File: src/rtl/fetch_pkg.sv
// Shared definitions for the instruction-fetch stage: branch counter
// encodings, instruction stride and BTB field-width helpers.
package fetch_pkg;

    // 2-bit saturating branch counter states.
    typedef enum logic [1:0] {
        CTR_SNT = 2'b00,
        CTR_WNT = 2'b01,
        CTR_WT  = 2'b10,
        CTR_ST  = 2'b11
    } ctr_e;

    // Bytes per instruction; the sequential successor of a PC.
    localparam int INSTR_STRIDE = 4;

    // Number of PC bits used to index a BTB with the given depth.
    function automatic int index_width(input int entries);
        return $clog2(entries);
    endfunction

    // PC bits above the index and the byte offset form the tag.
    function automatic int tag_width(input int data_width, input int entries);
        return data_width - $clog2(entries) - 2;
    endfunction

endpackage

File: src/rtl/branch_target_buffer.sv
// Direct-mapped branch target buffer of 2-bit saturating counters.
// The lookup port is purely combinational on the stored state; the update
// port writes at the clock edge, so a same-cycle lookup of the entry being
// updated sees the old contents.
module branch_target_buffer
    import fetch_pkg::*;
#(
    parameter int DATA_WIDTH  = 32,
    parameter int BTB_ENTRIES = 8
) (
    input  logic                  clk,
    input  logic                  rst,
    input  logic [DATA_WIDTH-1:0] lookup_pc,
    output logic                  lookup_taken,
    output logic [DATA_WIDTH-1:0] lookup_target,
    input  logic                  upd_valid,
    input  logic [DATA_WIDTH-1:0] upd_pc,
    input  logic                  upd_taken,
    input  logic [DATA_WIDTH-1:0] upd_target
);

    localparam int IW = index_width(BTB_ENTRIES);
    localparam int TW = tag_width(DATA_WIDTH, BTB_ENTRIES);

    logic [BTB_ENTRIES-1:0] valid_q, valid_d;
    logic [TW-1:0]          tag_q    [BTB_ENTRIES];
    logic [TW-1:0]          tag_d    [BTB_ENTRIES];
    logic [DATA_WIDTH-1:0]  target_q [BTB_ENTRIES];
    logic [DATA_WIDTH-1:0]  target_d [BTB_ENTRIES];
    logic [1:0]             ctr_q    [BTB_ENTRIES];
    logic [1:0]             ctr_d    [BTB_ENTRIES];

    logic [IW-1:0] l_idx, u_idx;
    logic [TW-1:0] l_tag, u_tag;
    logic          l_hit, u_hit;

    // The byte offset within a word never takes part in the lookup.
    logic unused_byte_offset;
    assign unused_byte_offset = ^{lookup_pc[1:0], upd_pc[1:0]};

    assign l_idx = lookup_pc[IW+1:2];
    assign l_tag = lookup_pc[DATA_WIDTH-1:IW+2];
    assign u_idx = upd_pc[IW+1:2];
    assign u_tag = upd_pc[DATA_WIDTH-1:IW+2];

    // Lookup: taken only on a valid tag hit whose counter is in a taken state.
    always_comb begin
        l_hit         = valid_q[l_idx] && (tag_q[l_idx] == l_tag);
        lookup_taken  = l_hit && ctr_q[l_idx][1];
        lookup_target = target_q[l_idx];
    end

    // Update: train the counter on a hit, allocate on a taken miss.
    always_comb begin
        // NOTE: every next-state variable starts from its current value so
        // no path through the branches below leaves it unassigned (no latch).
        valid_d  = valid_q;
        tag_d    = tag_q;
        target_d = target_q;
        ctr_d    = ctr_q;
        u_hit    = valid_q[u_idx] && (tag_q[u_idx] == u_tag);
        if (upd_valid) begin
            if (u_hit) begin
                if (upd_taken) begin
                    if (ctr_q[u_idx] != CTR_ST) ctr_d[u_idx] = ctr_q[u_idx] + 2'd1;
                    target_d[u_idx] = upd_target;
                end else if (ctr_q[u_idx] != CTR_SNT) begin
                    ctr_d[u_idx] = ctr_q[u_idx] - 2'd1;
                end
            end else if (upd_taken) begin
                valid_d[u_idx]  = 1'b1;
                tag_d[u_idx]    = u_tag;
                target_d[u_idx] = upd_target;
                ctr_d[u_idx]    = CTR_WT;
            end
        end
    end

    // Entry storage; reset clears every entry at once.
    always_ff @(posedge clk or negedge rst) begin
        if (!rst) begin
            // NOTE: the arrays sit in flops with an async reset because a
            // stale valid bit after reset would produce a bogus prediction;
            // an SRAM macro could not be cleared in a single cycle.
            valid_q <= '0;
            for (int i = 0; i < BTB_ENTRIES; i++) begin
                tag_q[i]    <= '0;
                target_q[i] <= '0;
                ctr_q[i]    <= CTR_WNT;
            end
        end else begin
            // NOTE: non-blocking assignments so every flop samples the
            // pre-edge values, independent of statement order.
            valid_q  <= valid_d;
            tag_q    <= tag_d;
            target_q <= target_d;
            ctr_q    <= ctr_d;
        end
    end

endmodule

File: src/rtl/fetch_unit.sv
// Instruction-fetch stage: PC register, BTB-based next-PC prediction and
// EX-stage redirect. Outputs depend only on stored state.
module fetch_unit
    import fetch_pkg::*;
#(
    parameter int                    DATA_WIDTH  = 32,
    parameter int                    BTB_ENTRIES = 8,
    parameter logic [DATA_WIDTH-1:0] RESET_PC    = '0
) (
    input  logic                  clk,
    input  logic                  rst,
    input  logic                  en,
    input  logic                  EX_update,
    input  logic [DATA_WIDTH-1:0] EX_PC,
    input  logic                  EX_taken,
    input  logic [DATA_WIDTH-1:0] EX_target,
    input  logic                  EX_mispredict,
    input  logic [DATA_WIDTH-1:0] EX_redirect_PC,
    output logic [DATA_WIDTH-1:0] IF_PC,
    output logic                  IF_taken,
    output logic [DATA_WIDTH-1:0] IF_next_PC
);

    logic [DATA_WIDTH-1:0] pc_q, pc_d;
    logic [DATA_WIDTH-1:0] btb_target;
    logic                  btb_taken;

    branch_target_buffer #(
        .DATA_WIDTH (DATA_WIDTH),
        .BTB_ENTRIES(BTB_ENTRIES)
    ) u_btb (
        .clk          (clk),
        .rst          (rst),
        .lookup_pc    (pc_q),
        .lookup_taken (btb_taken),
        .lookup_target(btb_target),
        .upd_valid    (EX_update),
        .upd_pc       (EX_PC),
        .upd_taken    (EX_taken),
        .upd_target   (EX_target)
    );

    // Prediction outputs; the increment wraps modulo 2^DATA_WIDTH.
    always_comb begin
        IF_PC      = pc_q;
        IF_taken   = btb_taken;
        IF_next_PC = btb_taken ? btb_target : pc_q + DATA_WIDTH'(INSTR_STRIDE);
    end

    // Next PC: a redirect overrides a stall, otherwise advance when enabled.
    always_comb begin
        pc_d = pc_q;
        if (EX_mispredict) pc_d = EX_redirect_PC;
        else if (en)       pc_d = IF_next_PC;
    end

    // PC register.
    always_ff @(posedge clk or negedge rst) begin
        if (!rst) pc_q <= RESET_PC;
        else      pc_q <= pc_d;
    end

endmodule

File: config.mk
export PLATFORM = sky130hd
export DESIGN_NAME = fetch_unit
export DESIGN_NICKNAME = d
export VERILOG_FILES = /design/src/rtl/fetch_pkg.sv /design/src/rtl/branch_target_buffer.sv /design/src/rtl/fetch_unit.sv
export SDC_FILE = /design/constraint.sdc
export NUM_CORES = 1
export LEC_CHECK = 0
export BUFFER_PORTS_ARGS = -buffer_cell sky130_fd_sc_hd__buf_2
export CAP_MARGIN = 20
export CORE_ASPECT_RATIO = 0.9
export CORE_UTILIZATION = 60
export CTS_CLUSTER_DIAMETER = 100
export CTS_CLUSTER_SIZE = 30
export DETAILED_ROUTE_END_ITERATION = 6
export PLACE_DENSITY = 0.79
export RECOVER_POWER = 25
export SYNTH_ARGS = -nofsm -noshare
export SYNTH_HDL_FRONTEND = slang
export SYNTH_SLANG_ARGS = --single-unit
export TNS_END_PERCENT = 1
File: constraint.sdc
create_clock -name clk -period 5 [get_ports clk]
set_clock_uncertainty 0.1 [all_clocks]
set_input_delay 0 -clock clk [delete_from_list [all_inputs] [get_ports clk]]
set_output_delay 0 -clock clk [all_outputs]
set_load 0.01 [all_outputs]
==> impl_metrics.csv <==
group,metric,value,unit
timing,rsz0062_at_grt,"no",
detailed_routing,dr.first_iter.drc_count,1560,
worst_setup_path,timing.critical_path.mode_cell,"buf_4",
worst_setup_path,cp-start-kind,"register",
synthesis,seq_area_frac_synth,47.9,%
synthesis,synth-edff-count,0,
detailed_routing,viasPerCell,6.60,
power_and_ir_drop,total_power,0.0112,W
synthesis,syn_inst,1912,
placement,gp_congestion,0.875,
global_route,overflow,0,
synthesis,syn_avg_cell_area,14.4,sq um
clocking,cts_root_buf,"clkbuf_16",
detailed_routing,antenna_left,0,
worst_setup_path,timing.rr.end,"IF_PC[24]$_DFFE_PN0P_",
synthesis,synth_cell_types,71,
synthesis,synth_top_cells_by_count,"dfrtp_1 (520), mux2_2 (371), mux4_2 (155), mux2i_1 (110), mux2_1 (87)",
cells_and_area,drive_above_1_share,40.0,%
timing,setup_viol,0,
job,drv_cap,1,
global_route,grt_pass1_wl,111000,um
worst_setup_path,cp_max_fo,29,
clocking,clk_path_buf_depth,3,
clocking,clk_pin_slew,0.12,ns
floorplan,dieWidth,228,um
synthesis,synth_top_cell_area_share,47.2,%
worst_setup_path,critical_path.max_stage_delay,0.84,ns
worst_setup_path,rr_startpoint,"IF_PC[3]$_DFFE_PN0P_",
floorplan,row_count,74,
synthesis,synth_top_cell_by_area,"dfrtp_1",
cells_and_area,area_growth,11.2,%
global_route,grt_use_total,30.8,%
hold_path,hold_path.class,"in -> reg",
floorplan,dieArea,46800,sq um
synthesis,synth.area.top_cells,"dfrtp_1 (47%), mux2_2 (15%), mux4_2 (13%)",
clocking,htree_levels,1,
timing,fin_crit_sh,94.7,%
global_route,grt_max_degree,153,
timing,fin_setup_tns,0,ns
synthesis,syn_nets,2017,
detailed_routing,drt_wl_total,71300,um
power_and_ir_drop,ir_drop,313,uV
floorplan,start_util,60.8,%
detailed_routing,wire_per_inst,26.2,um
worst_setup_path,crit_family,"buffers and inverters",
floorplan,chipHeight,205,um
placement,numPortBuffers,164,
power_and_ir_drop,leakage,13.0,nW
worst_setup_path,worstSetupPathType,"reg -> reg",
clocking,cts_resized,0,
power_and_ir_drop,power_density,366,nW/um^2
worst_setup_path,slowest_stage,"dfrtp_4",
timing,tightestPinTransition,2.99,ns
worst_setup_path,rrSetupSlack,0.26,ns
clocking,clkSinkCount,528,
global_route,grt_pass1_vias,18600,
global_route,antenna_found_initial,3,
worst_setup_path,worstPathBufferInverterCount,4,
detailed_routing,drc_errors,0,
clocking,cts_tree,"yes",
hold_path,worstHoldEndpoint,"IF_PC[20]$_DFFE_PN0P_",
timing,slew_violations,191,
worst_setup_path,crit_chain,"buf_4 -> mux4_2 -> mux2i_1 -> xnor2_1 -> a2111oi_0 -> buf_4 -> and4_1 -> buf_4 -> a31oi_1 -> o21ai_0 -> a2bb2oi_1 -> dlygate4sd3_1",
synthesis,ys.flop_type,"dfrtp_1",
timing,fin_crit,4.74,ns
detailed_routing,dr.pass1.iters,7,
synthesis,async_reset_ff_share,100,%
worst_setup_path,cp_data_required_time,5.37,ns
status,violations,"max-capacitance violations, max-slew violations",
cells_and_area,fin_nets,2207,
detailed_routing,num_vias,18000,
synthesis,synthesis.area,27600,sq um
floorplan,core_area,45400,sq um
clocking,cts_inserted_buffers,22,
floorplan,ioPinCount,167,
timing,fmax,0.211,GHz
placement,dp_hpwl,45800,um
status,status,"complete, but fails checks",
synthesis,synth_most_common_cell,"dfrtp_1",
timing,slew-limit-headroom,-99.4,%
synthesis,ys_warn_count,0,
synthesis,synth_seq_cells,528,
clocking,clk_latency,0.58,ns
hold_path,min_from,"EX_redirect_PC[20]",
worst_setup_path,critPathCaptureType,"register",
timing,finalHoldViolCount,0,
worst_setup_path,r2r_cells,12,
hold_path,min_path_cells,3,
worst_setup_path,cp.arrival,5.10,ns
## cells in the final DEF (no fill, tap or decap), types with 7 or more instances in the layout
cell type      instances
o21ai_0               14
nor3_4                 8
a22o_1                10
nand2_1               22
mux2_4                38
buf_4                 52
dfstp_2                8
nand4_1               13
a31oi_1               23
nand2b_1               8
a2bb2oi_1              9
dlygate4sd3_1        109
nor4_1                14
a211oi_1              21
inv_1                  7
mux2_1                87
mux2_2               371
clkbuf_16             23
nand3_1               15
a22oi_1               10
xnor2_1               61
dfrtp_1              517
a21oi_1               38
clkbuf_1              26
or2_2                 13
mux2i_1              110
nor2_1                24
and3_1                 8
o22a_1                20
a21o_1                21
xor2_1                15
nor3_1                 7
mux4_2               155
buf_2                144
## sequential cells by signal (all words and copies together) (netlist names)
name and flops:
u_btb.tag_q 216, IF_PC 32, u_btb.target_q 256, u_btb.ctr_q 16, u_btb.valid_q 8
## repair_timing
action	4_1_cts	5_1_grt
hold buffers	109	0
buffers inserted	0	1
setup endpoints to repair	0	15
hold endpoints to repair	623	0
## metrics by stage
step | worst slack [ns] | area [sq um] | std cells | util [%] | hold WS (ns)
after floorplan | 1.56 | 27600 | 1912 | - | -0.396
after global placement | 0.535 | 28900 | 2574 | 63.7 | 0.0547
after detailed placement | 0.580 | 28900 | 2575 | 63.8 | 0.0593
after CTS | 0.106 | 30700 | 2718 | 67.7 | 0.0330
after global routing | 0.0527 | 30700 | 2720 | 67.6 | 0.0913
final | 0.263 | 30700 | 2721 | 67.6 | 0.0793
## worst register-to-register path, cell delays in order, from the launching register on
cell and delay [ns]:
dfrtp_4 0.84, buf_4 0.32, mux4_2 0.33, mux2i_1 0.45, xnor2_1 0.12, a2111oi_0 0.39, buf_4 0.21, and4_1 0.38
buf_4 0.31, a31oi_1 0.15, o21ai_0 0.36, a2bb2oi_1 0.11, dlygate4sd3_1 0.56
## worst max path at each step
| stage | start | end | slack (ns) | cells after the start |
|---|---|---|---|---|
| finish | IF_PC[3]$_DFFE_PN0P_ | IF_PC[24]$_DFFE_PN0P_ | 0.26 | 12 |
| global route | IF_PC[3]$_DFFE_PN0P_ | IF_PC[1]$_DFFE_PN0P_ | 0.05 | 13 |
| CTS | IF_PC[2]$_DFFE_PN0P_ | IF_next_PC[2] | 0.11 | 10 |
| detailed placement | EX_PC[2] | u_btb.tag_q[4]$_DFFE_PN0P_ | 0.58 | 11 |
| global placement | EX_PC[2] | u_btb.tag_q[29]$_DFFE_PN0P_ | 0.54 | 12 |
| floorplan | IF_PC[2]$_DFFE_PN0P_ | IF_PC[18]$_DFFE_PN0P_ | 1.56 | 12 |
## layout make-up
class	instances	area (sq um)
fill	3109	14700
inverter	8	30.0
sequential	528	13200
clock buffer	31	606
timing repair buffer	334	2460
multi-input combinational	1208	13500
tap	608	761
antenna	1	2.50
clock inverter	3	51.3
## metal layers
metal,track usage [%],share of wire [%],vias to the layer above
met1,43.5,42,9518
met3,5.50,7.1,135
met5,0,0.032,-
met2,49.2,47,691
met4,9.66,3.4,4
li1,-,-,7608
## logic make-up (layout without fill, tap and decap cells)
group                      count (synthesis)  after routing  synth area share [%]
AOI/OAI and AO/OA                        200            200                  5.15
DFF                                      528            528                  47.9
muxes                                    761            761                  37.4
buffers and inverters                    176            376                  3.25
and+or+nand+nor                          168            168                  3.71
xor gates and xnor gates                  76             76                  2.41
adders and majority gates                  3              3                 0.136
other                                      0              1                     0
## where the power goes
| part | switching (W) | internal, W |
|---|---|---|
| sequential | 0.000689 | 0.00520 |
| clock | 0.00136 | 0.000876 |
| combinational | 0.00131 | 0.00178 |
| total | 0.00336 | 0.00786 |
(Power assumes the default switching activity.)
